===== config.mk =====
export PLATFORM = sky130hd
export DESIGN_NAME = audio_sample_fifo
export DESIGN_NICKNAME = d
export VERILOG_FILES = /design/src/rtl/audio_sample_fifo.sv
export SDC_FILE = /design/constraint.sdc
export NUM_CORES = 1
export LEC_CHECK = 0
export ABC_AREA = 0
export CORE_MARGIN = 2
export CORE_UTILIZATION = 60
export CTS_BUF_LIST = sky130_fd_sc_hd__clkbuf_4 sky130_fd_sc_hd__clkbuf_8
export DETAILED_ROUTE_END_ITERATION = 8
export PLACE_DENSITY_LB_ADDON = 0.12
export SYNTH_ARGS = -nofsm -noshare
export SYNTH_HDL_FRONTEND = slang
export SYNTH_SLANG_ARGS = --single-unit

===== constraint.sdc =====
create_clock -name clk -period 6.8 [get_ports clk]
set_clock_uncertainty 0.1 [all_clocks]
set_input_delay 2.04 -clock clk [delete_from_list [all_inputs] [get_ports clk]]
set_output_delay 2.04 -clock clk [all_outputs]
set_load 0.01 [all_outputs]

===== src/rtl/audio_sample_fifo.sv =====
// Stereo sample FIFO behind the I2S receiver.
// Each strobe captures one {left,right} pair. The consumer reads pairs over a
// first-word-fall-through valid/ready interface. When a strobe arrives while
// the FIFO is full and nothing is read, the pair is dropped. Every drop sets a
// sticky flag and bumps a saturating counter.
module audio_sample_fifo #(
    parameter int DATA_W = 24,
    parameter int DEPTH  = 16,
    parameter int ADDR_W = 4
) (
    input  logic              clk,
    input  logic              rst,
    input  logic [DATA_W-1:0] audio_ldata_in,
    input  logic [DATA_W-1:0] audio_rdata_in,
    input  logic              iStrobe,
    output logic [DATA_W-1:0] out_ldata,
    output logic [DATA_W-1:0] out_rdata,
    output logic              out_valid,
    input  logic              out_ready,
    output logic [ADDR_W:0]   level,
    output logic              overflow,
    output logic [15:0]       drop_count,
    input  logic              clr_overflow
);

    localparam logic [ADDR_W:0] FULL_LEVEL = (ADDR_W+1)'(DEPTH);

    // Saturating increment for the drop counter: the counter holds at all-ones.
    function automatic logic [15:0] sat_inc16(input logic [15:0] v);
        return (v == 16'hFFFF) ? v : v + 16'd1;
    endfunction

    logic [2*DATA_W-1:0] mem [DEPTH];
    logic [ADDR_W-1:0]   wr_ptr;
    logic [ADDR_W-1:0]   rd_ptr;
    logic                full;
    logic                rd_en;
    logic                wr_en;
    logic                drop;

    // A read in the same cycle frees a slot, so a full FIFO still accepts
    // the strobe when the consumer is taking the head pair.
    assign full      = (level == FULL_LEVEL);
    assign out_valid = (level != '0);
    assign rd_en     = out_valid & out_ready;
    assign wr_en     = iStrobe & (~full | rd_en);
    assign drop      = iStrobe & full & ~rd_en;

    // The head pair comes straight out of the array, so the output is
    // first-word-fall-through.
    assign out_ldata = mem[rd_ptr][2*DATA_W-1:DATA_W];
    assign out_rdata = mem[rd_ptr][DATA_W-1:0];

    // Sample storage. There is no reset here: contents are don't-care
    // while they are not covered by level.
    always_ff @(posedge clk) begin
        if (wr_en) begin
            mem[wr_ptr] <= {audio_ldata_in, audio_rdata_in};
        end
    end

    // Pointers and fill level. A write and a read in the same cycle leave
    // the level unchanged.
    always_ff @(posedge clk or posedge rst) begin
        if (rst) begin
            wr_ptr <= '0;
            rd_ptr <= '0;
            level  <= '0;
        end else begin
            if (wr_en) begin
                wr_ptr <= wr_ptr + 1'b1;
            end
            if (rd_en) begin
                rd_ptr <= rd_ptr + 1'b1;
            end
            case ({wr_en, rd_en})
                2'b10:   level <= level + 1'b1;
                2'b01:   level <= level - 1'b1;
                default: level <= level;
            endcase
        end
    end

    // Overflow bookkeeping. A clear takes priority over a drop in the same
    // cycle, and that drop is not counted.
    always_ff @(posedge clk or posedge rst) begin
        if (rst) begin
            overflow   <= 1'b0;
            drop_count <= '0;
        end else if (clr_overflow) begin
            overflow   <= 1'b0;
            drop_count <= '0;
        end else if (drop) begin
            overflow   <= 1'b1;
            drop_count <= sat_inc16(drop_count);
        end
    end

endmodule


==> impl_metrics.toml <==
[run_status]
status = "finished clean"

[sta]
whs_ps = 414
drv_slew = 0
rsz0062_at_grt = "false"
final_hold_viol_count = 0
worstMarginPinSlew_ps = 1160
fin_crit_sh_pct = 85.9
fin_setup_tns_ps = 0
fmax_mhz = 171
setup_violations = 0
period_needed_ps = 5840
slew_headroom_pct = 22.7
setup_ws_ps = 956

[power]
power.share.clock_pct = 27.1
seq_power_share_pct = 44.0
switching_power_mw = 4.06
vdd_drop_max_v = 0.000283
p_per_area_nw_per_um2 = 408
power_mw = 14.4
switching_share_pct = 28.1
p_comb_share_pct = 28.9
p_leak_nw = 11.2
internal_power_mw = 10.4

[clock_network]
postCtsSetupBuffers = 0
htreeDepth = 4
root_buffer = "clkbuf_8"
clk_path_buf_depth = 3
clk-insertion-delay-late_ps = 750
cts.sinks = 798
tritoncts = "done"
post_cts_resized = 0
hold_buffers = 0
numCtsBuffers = 132
clk_pin_slew_ps = 60

[placed_design]
hpwl_um = 33100
placed_cells = 2028
dpl_worst_slack_ps = 1360
place_congestion = 0.754
io_buffers = 123

[synthesis]
ys_top_cells_by_count = "edfxtp_1, mux4_2, clkbuf_1, nor2_1, dfrtp_1"
syn_avg_cell_area_um2 = 24.3
synth_flop_cell = "edfxtp_1"
ys_seq_elements = 798
yosysMostFrequentCell = "edfxtp_1"
synth_nets = 1314
synth.mux.area_fraction_pct = 17.8
synth_edf_count = 768
synth-xor-area-share_pct = 0.575
yosys.area_share.adder_pct = 0.288
synth_area_leader_cell = "edfxtp_1"
synth_top_family_by_area = "multiplexers"
synthDistinctLibCells = 40
ys_top_cells_by_area = "edfxtp_1, mux4_2, dfrtp_1"
synth_top_area_share_pct = 75.7
syn_area_um2 = 30500
yosys.area_share.simple_pct = 1.66
ys_async_sr_fraction_pct = 3.76
synth-seq-area-share_pct = 78.2
synth_compound_area_share_pct = 0.501
postSynthCellCount = 1254
ys.warnings.count = 0

[floorplanning]
fp.dieW_um = 229
io_pins = 124
coreArea_um2 = 50200
initial_utilization_pct = 60.7
dieHeight_um = 229
row_count = 82
dieArea_um2 = 52600

[global_route]
grt_pass1_wl_um = 91200
grt_pass1_vias = 14700
grt_max_degree = 59
antenna_found_initial = 1
grt-ovfl-total = 0
grtUsageTotal_pct = 23.9

[critical_path]
critPathLaunchType = "register"
reg2reg_setup_slack_ps = 3420
crit_start = "rd_ptr[0]"
endpoint = "out_ldata[18]"
crit_type = "reg -> out"
required_ps = 4660
r2r_cells = 5
cp-end-kind = "output port"
reg2reg_from = "level[1]"
crit_fanout = 32
r2r_end = "mem[14][45]"
worst-endpoint-arrival_ps = 3700

[routing]
finalWirelength_um = 59400
drc = 0
routedWlPerCell_um = 26.4
first_iter_violations = 1364
num_vias = 13900
vias_per_cell = 6.18
first_pass_iters = 5
final_antenna_net_count = 0

[finish]
syn_to_final_growth_pct = 16.1
fin_cells = 2254
antenna-diode-count = 0
drive_above_1_share_pct = 32.3
fin_nets = 1550

[job]
max-cap-violations = 0

[hold_path]
whs_path_depth = 2
hold_path.class = "reg -> reg"
holdCritStartpoint = "overflow"
[critical path: stages, from the launching register on]
cell             delay (ps)
dfrtp_4                 890
buf_4                   410
mux4_2                  590
mux4_2                  520
clkdlybuf4s50_1         510
[flip-flops by register name (all words and copies together), names as in the netlist]
register and flops:
drop_count 16, level 5, mem 768, overflow 1
rd_ptr 4, wr_ptr 4
[how the worst min path moves through the flow]
stage | slack (ps) | to
after floorplan | 440 | overflow
after global placement | 410 | overflow
after detailed placement | 410 | overflow
after CTS | 420 | overflow
after global routing | 470 | overflow
final | 410 | overflow
[area by class of cell]
type | count | area, um2
clock buffer | 189 | 2270
fill | 2910 | 14800
tap | 672 | 841
clock inverter | 37 | 190
inverter | 8 | 30.0
sequential | 798 | 23800
multi-input combinational | 386 | 6470
timing repair buffer | 164 | 1730
[cell usage in the layout (no fill, tap or decap), types with 7 or more instances in the layout]
master             n
a21oi_1            7
buf_12            15
buf_4             26
clkbuf_4          53
clkbuf_8         136
clkdlybuf4s50_1  123
clkinv_1          22
dfrtp_1           26
edfxtp_1         768
ha_1               7
inv_1              8
mux4_2           240
nand2_1           14
nand3_1            7
nor2_1            19
nor2_4            12
o21ai_0            9
xnor2_1           15
[stage by stage]
step	cell area, um2	util (%)
global placement	32900	65.6
detailed placement	32900	65.6
global route	35400	70.5
floorplan	30500	-
CTS	35400	70.5
finish	35400	70.5
[power by group through the flow]
stage	clock (mW)	sequential [mW]	combinational [mW]
after CTS	4.02	6.37	4.25
after global placement	0	6.44	4.22
after floorplan	0	6.12	2.81
after global routing	4.24	6.42	4.42
final	3.91	6.36	4.17
after detailed placement	0	6.47	4.22
[per-layer routing]
| metal | wire [um] | GRT usage, % | up-vias |
|---|---|---|---|
| met1 | 25200 | 34.4 | 7402 |
| met4 | 858 | 6.90 | 2 |
| met5 | 13 | 0 | - |
| met3 | 4030 | 5.66 | 76 |
| li1 | - | - | 5896 |
| met2 | 29400 | 37.5 | 543 |
[cell families after synthesis]
kind of cell	after synthesis
XOR/XNOR	20
AND/OR/NAND/NOR	93
adder cells (fa/ha/maj)	7
flip-flops	798
buffers and inverters	70
AO/OA/AOI/OAI	25
multiplexers	241
No activity file was read; power rests on OpenSTA's default activity.
